`src/rtl/dmem_lockstep_responder.sv`:
```
// Lockstep data-memory responder: grants twin-core requests only when they agree.
// Optional wait-timeout counter enabled by DMEM_LOCKSTEP_TIMEOUT_EN.
module dmem_lockstep_responder #(
    parameter logic [31:0] FLAG_ADDR   = 32'h0000_1000,
    parameter logic [31:0] RESULT_ADDR = 32'h0000_1004,
    parameter int unsigned TIMEOUT     = 16
) (
    input  logic        clk_i,
    input  logic        rst_ni,
    input  logic        a_req_i,
    input  logic        b_req_i,
    input  logic        a_we_i,
    input  logic        b_we_i,
    input  logic [31:0] a_addr_i,
    input  logic [31:0] b_addr_i,
    input  logic [31:0] a_wdata_i,
    input  logic [31:0] b_wdata_i,
    input  logic [3:0]  a_be_i,
    input  logic [3:0]  b_be_i,
    output logic        a_gnt_o,
    output logic        b_gnt_o,
    output logic        a_rvalid_o,
    output logic        b_rvalid_o,
    output logic [31:0] a_rdata_o,
    output logic [31:0] b_rdata_o,
    output logic        mem_req_o,
    output logic        mem_we_o,
    output logic [31:0] mem_addr_o,
    output logic [31:0] mem_wdata_o,
    output logic [3:0]  mem_be_o,
    input  logic [31:0] mem_rdata_i,
    output logic        mismatch_o,
    output logic        timeout_o,
    output logic        flag_o,
    output logic [31:0] result_o
);

    typedef enum logic [1:0] {IDLE, WAIT_A, WAIT_B, ERROR} state_e;

    state_e      state_q, state_d;
    logic        rvalid_q;
    logic        mismatch_q;
    logic        flag_q;
    logic [31:0] result_q;
    logic        both_req;
    logic        req_match;
    logic        grant;
    logic        mis_set;

    assign both_req  = a_req_i & b_req_i;
    assign req_match = (a_we_i == b_we_i) && (a_addr_i == b_addr_i) && (a_be_i == b_be_i)
                       && (!a_we_i || (a_wdata_i == b_wdata_i));
    assign grant     = rst_ni && (state_q != ERROR) && both_req && req_match;

`ifdef DMEM_LOCKSTEP_TIMEOUT_EN
    localparam int unsigned CW = (TIMEOUT < 2) ? 1 : $clog2(TIMEOUT + 1);

    logic [CW-1:0] cnt_q, cnt_d;
    logic          timeout_q;
    logic          to_set;
    logic          in_wait;

    assign in_wait = (state_q == WAIT_A) || (state_q == WAIT_B);
    // Counter only runs while the same core keeps waiting; any state change restarts it.
    assign cnt_d   = (in_wait && (state_d == state_q)) ? cnt_q + 1'b1 : '0;
`endif

    always_comb begin
        state_d = state_q;
        mis_set = 1'b0;
`ifdef DMEM_LOCKSTEP_TIMEOUT_EN
        to_set  = 1'b0;
`endif
        if (state_q != ERROR) begin
            if (both_req) begin
                state_d = req_match ? IDLE : ERROR;
                mis_set = !req_match;
            end else if (a_req_i || b_req_i) begin
`ifdef DMEM_LOCKSTEP_TIMEOUT_EN
                // A twin arriving at the limit is handled above, so it wins over the timeout.
                if (in_wait && (cnt_q == CW'(TIMEOUT - 1))) begin
                    state_d = ERROR;
                    to_set  = 1'b1;
                end else
`endif
                state_d = a_req_i ? WAIT_A : WAIT_B;
            end else begin
                state_d = IDLE;
            end
        end
    end

    always_ff @(posedge clk_i) begin
        if (!rst_ni) begin
            state_q    <= IDLE;
            rvalid_q   <= 1'b0;
            mismatch_q <= 1'b0;
            flag_q     <= 1'b0;
            result_q   <= '0;
        end else begin
            state_q  <= state_d;
            rvalid_q <= grant;
            if (mis_set) begin
                mismatch_q <= 1'b1;
            end
            if (grant && a_we_i && (a_addr_i == FLAG_ADDR)) begin
                flag_q <= 1'b1;
            end
            if (grant && a_we_i && (a_addr_i == RESULT_ADDR)) begin
                result_q <= a_wdata_i;
            end
        end
    end

`ifdef DMEM_LOCKSTEP_TIMEOUT_EN
    always_ff @(posedge clk_i) begin
        if (!rst_ni) begin
            cnt_q     <= '0;
            timeout_q <= 1'b0;
        end else begin
            cnt_q <= cnt_d;
            if (to_set) begin
                timeout_q <= 1'b1;
            end
        end
    end

    assign timeout_o = timeout_q;
`else
    assign timeout_o = 1'b0;
`endif

    assign a_gnt_o     = grant;
    assign b_gnt_o     = grant;
    assign mem_req_o   = grant;
    assign mem_we_o    = rst_ni & a_we_i;
    assign mem_addr_o  = rst_ni ? a_addr_i  : '0;
    assign mem_wdata_o = rst_ni ? a_wdata_i : '0;
    assign mem_be_o    = rst_ni ? a_be_i    : '0;

    assign a_rvalid_o  = rvalid_q;
    assign b_rvalid_o  = rvalid_q;
    assign a_rdata_o   = rvalid_q ? mem_rdata_i : '0;
    assign b_rdata_o   = rvalid_q ? mem_rdata_i : '0;

    assign mismatch_o  = mismatch_q;
    assign flag_o      = flag_q;
    assign result_o    = result_q;

endmodule

```
`config.mk`:
```
export PLATFORM = sky130hd
export DESIGN_NAME = dmem_lockstep_responder
export DESIGN_NICKNAME = d
export VERILOG_FILES = /design/src/rtl/dmem_lockstep_responder.sv
export SDC_FILE = /design/constraint.sdc
export NUM_CORES = 1
export LEC_CHECK = 0
export BUFFER_PORTS_ARGS = -buffer_cell sky130_fd_sc_hd__buf_4
export CAP_MARGIN = 5
export CORE_AREA = 2 2 135 137
export CTS_CLUSTER_DIAMETER = 200
export DETAILED_ROUTE_END_ITERATION = 8
export DIE_AREA = 0 0 137 139
export SETUP_SLACK_MARGIN = 0.15
export SYNTH_ARGS = -nofsm -noshare
export SYNTH_HDL_FRONTEND = slang
export SYNTH_SLANG_ARGS = --single-unit
export TNS_END_PERCENT = 1
```
`constraint.sdc`:
```
create_clock -name clk_i -period 2.8 [get_ports clk_i]
set_clock_uncertainty 0.1 [all_clocks]
set_input_delay 0.56 -clock clk_i [delete_from_list [all_inputs] [get_ports clk_i]]
set_output_delay 0.56 -clock clk_i [all_outputs]
set_load 0.02 [all_outputs]
```
After elaboration in Yosys (flattened, before gate mapping)

Index checks and enable logic that the tools add are counted.

Bits in registers: 37
Bits in latches: 0
Bits in writable memories: 0
Memory bits (read-only): 0
Input bits: 174
Output and inout bits: 173
Memories kept: 0

Add/subtract/negate cells: 0
Multiply operators: 0
Divide/modulo/power cells: 0
$lt $le $gt $ge: 0
Eq/ne operators: 7
Shift operators: 0
Mux-type cells: 10
Bitwise logic cells: 2
Reduce and logical (&&, ||, !) cells: 13

Operators with widths:

| cell                 | count |
|---|---|
| $mux 32              | 3 |
| $eq 32x13->1 const B | 2 |
| $eq 32x32->1         | 2 |
| $logic_and 1x1->1    | 9 |
| $mux 2               | 4 |
| $eq 4x4->1           | 1 |
| $mux 4               | 1 |
| $and 1x1->1          | 2 |
| $logic_not 1->1      | 2 |
| $logic_or 1x1->1     | 2 |
| $mux 1               | 2 |
| $ne 2x2->1 const B   | 1 |
| $eq 1x1->1           | 1 |

Longest topological paths before layout

Word-level depth: 7
Gate-level depth with buffers: 8

Least setup slack after synthesis

OpenSTA, ideal clock, no wires.

Path type: input-to-output
From: in a_addr_i[8]
To: out b_gnt_o
Arrival time: 2.211 ns
Setup slack: -0.071 ns
Cell stages on the path: 7
Buffers on the path: 1
Cell sequence: xor2_1 > nor4_1 > nand4_1 > nor4_2 > and3b_2 > nor2b_1 > buf_4

Longest elaborated chain between the ends: 5

RTL lines:

| element                         | RTL line | RTL |
|---|---|---|
| start: declaration              | 14       | `input logic [31:0] a_addr_i,` |
| $eq 32x32->1                    | 51       | `assign req_match = (a_we_i == b_we_i) && (a_addr_i == b_addr_i) && (a_be_i == b_be_i)` |
| $logic_and 1x1->1 (2 in series) | 51       |  |
| $logic_and 1x1->1               | 52       | `&& (!a_we_i \|\| (a_wdata_i == b_wdata_i));` |
| $logic_and 1x1->1               | 53       | `assign grant = rst_ni && (state_q != ERROR) && both_req && req_match;` |
| end: declaration                | 21       | `output logic b_gnt_o,` |

Every way passes these cells.

Worst setup path after layout

From: in a_wdata_i[16]
To: out a_gnt_o

Longest elaborated chain between the ends: 4

RTL lines:

| element            | RTL line | RTL |
|---|---|---|
| start: declaration | 16       | `input logic [31:0] a_wdata_i,` |
| $eq 32x32->1       | 52       |  |
| $logic_or 1x1->1   | 52       |  |
| $logic_and 1x1->1  | 52       |  |
| $logic_and 1x1->1  | 53       |  |
| end: declaration   | 20       | `output logic a_gnt_o,` |

Every way passes these cells.

==> metrics.md <==
| Metric | Value |
|---|---|
| Ys flop type | `dfxtp_1` |
| Crit path buffers/inverters | `2` |
| Slowest stage cell, crit path | `nor4_4` |
| R2R depth | `7` |
| Crit path max-delay family | `simple AND/OR/NAND/NOR gates` |
| Final GP Congestion | `0.795` |
| Die area | `19,000 um^2` |
| Hold slack | `0.349 ns` |
| Yosys warning count | `0` |
| VDD IR-drop max | `0.184 mV` |
| Status | `complete, but fails checks` |
| Final WS setup | `-0.0753 ns` |
| Post-synth ARST share | `0` |
| Critical path type | `in -> out` |
| Detailed Place HPWL | `11.9 mm` |
| Total power draw | `1.72 mW` |
| CP required | `2.14 ns` |
| Routed via count | `3,745` |
| CTS H-tree depth | `2` |
| FF-to-FF End | `result_o[16]` |
| Port bufs | `345` |
| Worst Setup SP | `a_wdata_i[16]` |
| Worst-Skew Late Latency | `0.28 ns` |
| Max clock buf depth | `2` |
| Root Driver | `clkbuf_16` |
| Final Cycle Share | `1.03` |
| Layout Nets | `905` |
| CTS tree | `done` |
| CTS Buf Count | `5` |
| Initial DRC Count | `132` |
| Failing checks | `negative setup slack` |
| Clock Power Share | `0.329` |
| Share of total power in sequential cells | `0.309` |
| Initial antenna violation count | `0` |
| Fmax | `348 MHz` |
| Lkg Pwr | `3.16 nW` |
| Post-synth cell types | `29` |
| Pint | `1.22 mW` |
| Final Cell Area | `6190 um^2` |
| Final hold vios | `0` |
| Switching power | `0.500 mW` |
| Final core occ | `0.351` |
| Drt total wl | `14.1 mm` |
| Die H | `139 um` |
| Antenna Diode Count | `0` |
| Total grt overflow | `0` |
| Die width | `137 um` |
| Via density | `3.90` |
| Setup TNS | `-0.225 ns` |
| Logic pwr share | `0.361` |
| Placed inst area | `5880 um^2` |
| Boundary pin count | `347` |
| Total GRT Usage | `0.138` |
| Vias in the first global route | `3,777` |
| Initial Utilization | `0.184` |
| Total clock sinks | `37` |
| Syn Nets | `584` |
| Sw frac | `0.291` |
| Top cell type's share of synthesized area | `0.228` |
| # DRC | `0` |
| Syn Area/Cell | `7.93 um^2` |
| Final-report setup violation count | `3` |
| Global-route wire length before repair | `20.2 mm` |
| CP max FO | `3` |
| Post-DRT Antenna Nets | `0` |
| Critical Path AT | `2.22 ns` |
| Hold Path Class | `reg -> reg` |
| Levels on crit path | `8` |
| RSZ-0062 raised after global routing | `yes` |
| Slowest stage delay, CP | `0.41 ns` |
| MaxCap Viol Count | `0` |
| Num rows | `49` |
| Post-synthesis instance total | `410` |
| Startpoint types | `primary input` |
| Core ar. | `17,700 um^2` |
| Reg2Reg Setup Slack | `0.91 ns` |
| Post-synthesis sequential area ratio | `0.228` |
| Max Transition Viols Final | `0` |
| List of most frequent post-synthesis cells | `and2_1 (69), nand2_1 (66), xnor2_1 (51)` |
| DRT Pass-1 Iters | `4` |
| Yosys top cell by area | `dfxtp_1` |
| Top-count cell post-synth | `and2_1` |
| Post-Syn Area | `3250 um^2` |
| RR Startpoint | `state_q[0]` |
| Cell chain of the critical path | `buf_4, xnor2_1, nand4_1, nor4_4, a21boi_2, and3b_2, nor2b_4, buf_6` |
| Clock transition at path regs | `0.06 ns` |
| Routed wire per std cell | `14.7 um` |
| PD cells | `277 nW/um^2` |
| CP Capture Point | `a_gnt_o` |
| Maximum number of pins on one net before global-route repair | `76` |
| Crit end category | `primary output` |
| Area delta synth->final | `90.4%` |
| Tmin final | `2.88 ns` |
| #FFs+latches synth | `37` |
| Layout cells sized above 1 | `0.538` |
| Synth area leaders | `dfxtp_1 (23%), xnor2_1 (14%), and2_1 (13%)` |
| Post-synth EDFFs | `0` |
[kinds of logic after synthesis]
group           synth area share
compound gates            0.0131
xor+xnor                   0.186
buf+inv                    0.175
flops                      0.228
mux                       0.0985
other cells              0.00115
simple gates               0.299
[tightest hold or removal path: cells and delay by family, from the launching register on]
| family | cells | cell delay, ns |
|---|---|---|
| flops | 1 | 0.31 |
| compound gates | 1 | 0.05 |
| simple gates | 1 | 0.05 |
[cell type report]
cell class / instances / area [um^2]
sequential: 37 / 741
tap: 229 / 287
fill: 1898 / 11500
timing repair buffer: 369 / 2840
multi-input combinational: 285 / 2060
clock buffer: 7 / 143
inverter: 33 / 124
[flip-flops by register name, indices dropped and copies added, names as in the netlist]
signal / count
state_q: 2
flag_o: 1
mismatch_o: 1
a_rvalid_o: 1
result_o: 32
[stage by stage]
step           std cells  setup WS, ns
6_report             960       -0.0753
3_3_place_gp         951        -0.334
5_1_grt              960        -0.206
3_5_place_dp         951        -0.347
2_1_floorplan        410         0.169
4_1_cts              959        -0.106
[how the worst min path moves through the flow]
| stage | startpoint | to | slack (ns) | cells past startpoint |
|---|---|---|---|---|
| after floorplan | state_q[1] | state_q[0] | 0.39 | 2 |
| after detailed placement | result_o[7] | result_o[7] | 0.35 | 2 |
| final | mismatch_o | mismatch_o | 0.35 | 2 |
| after global placement | mismatch_o | mismatch_o | 0.34 | 2 |
| after global routing | result_o[1] | result_o[1] | 0.37 | 2 |
| after CTS | mismatch_o | mismatch_o | 0.36 | 2 |
[metal layers]
metal  wire length (um)  vias up  global-route usage  share of wire
met5                  0        -                   0              0
met2               7270      176               0.257           0.52
met3               1170        6              0.0289          0.083
li1                   -     1908                   -              -
met1               5560     1655               0.159           0.39
met4                118        0              0.0315         0.0084
[placed cells by master, fill, tap and decap left out]
cell type,instances
a21boi_2,1
a31oi_1,2
and2_1,69
and2_2,1
and3b_2,1
and4b_1,1
and4b_2,1
buf_12,2
buf_4,355
buf_6,12
clkbuf_1,1
clkbuf_16,5
clkbuf_8,1
conb_1,1
dfxtp_1,37
inv_1,33
mux2i_1,32
nand2_1,66
nand3_1,1
nand4_1,16
nor2b_1,1
nor2b_4,1
nor4_1,9
nor4_2,3
nor4_4,4
nor4b_1,2
o21a_1,1
o21ai_0,2
o21ai_1,1
xnor2_1,47
xnor2_2,4
xor2_1,16
xor2_2,2
[timing repair]
action,4_1_cts,5_1_grt
hold buffers,0,0
pin swaps,11,10
endpoints found under the setup margin,33,35
setup buffers,1,1
resized for setup,17,10
[power groups by stage]
stage	clock network, mW	registers [mW]	logic, mW
2_1_floorplan	0	0.544	0.237
3_3_place_gp	0	0.542	0.601
3_5_place_dp	0	0.542	0.602
4_1_cts	0.593	0.531	0.617
5_1_grt	0.617	0.530	0.667
6_report	0.565	0.531	0.620
(Power assumes the default switching activity.)
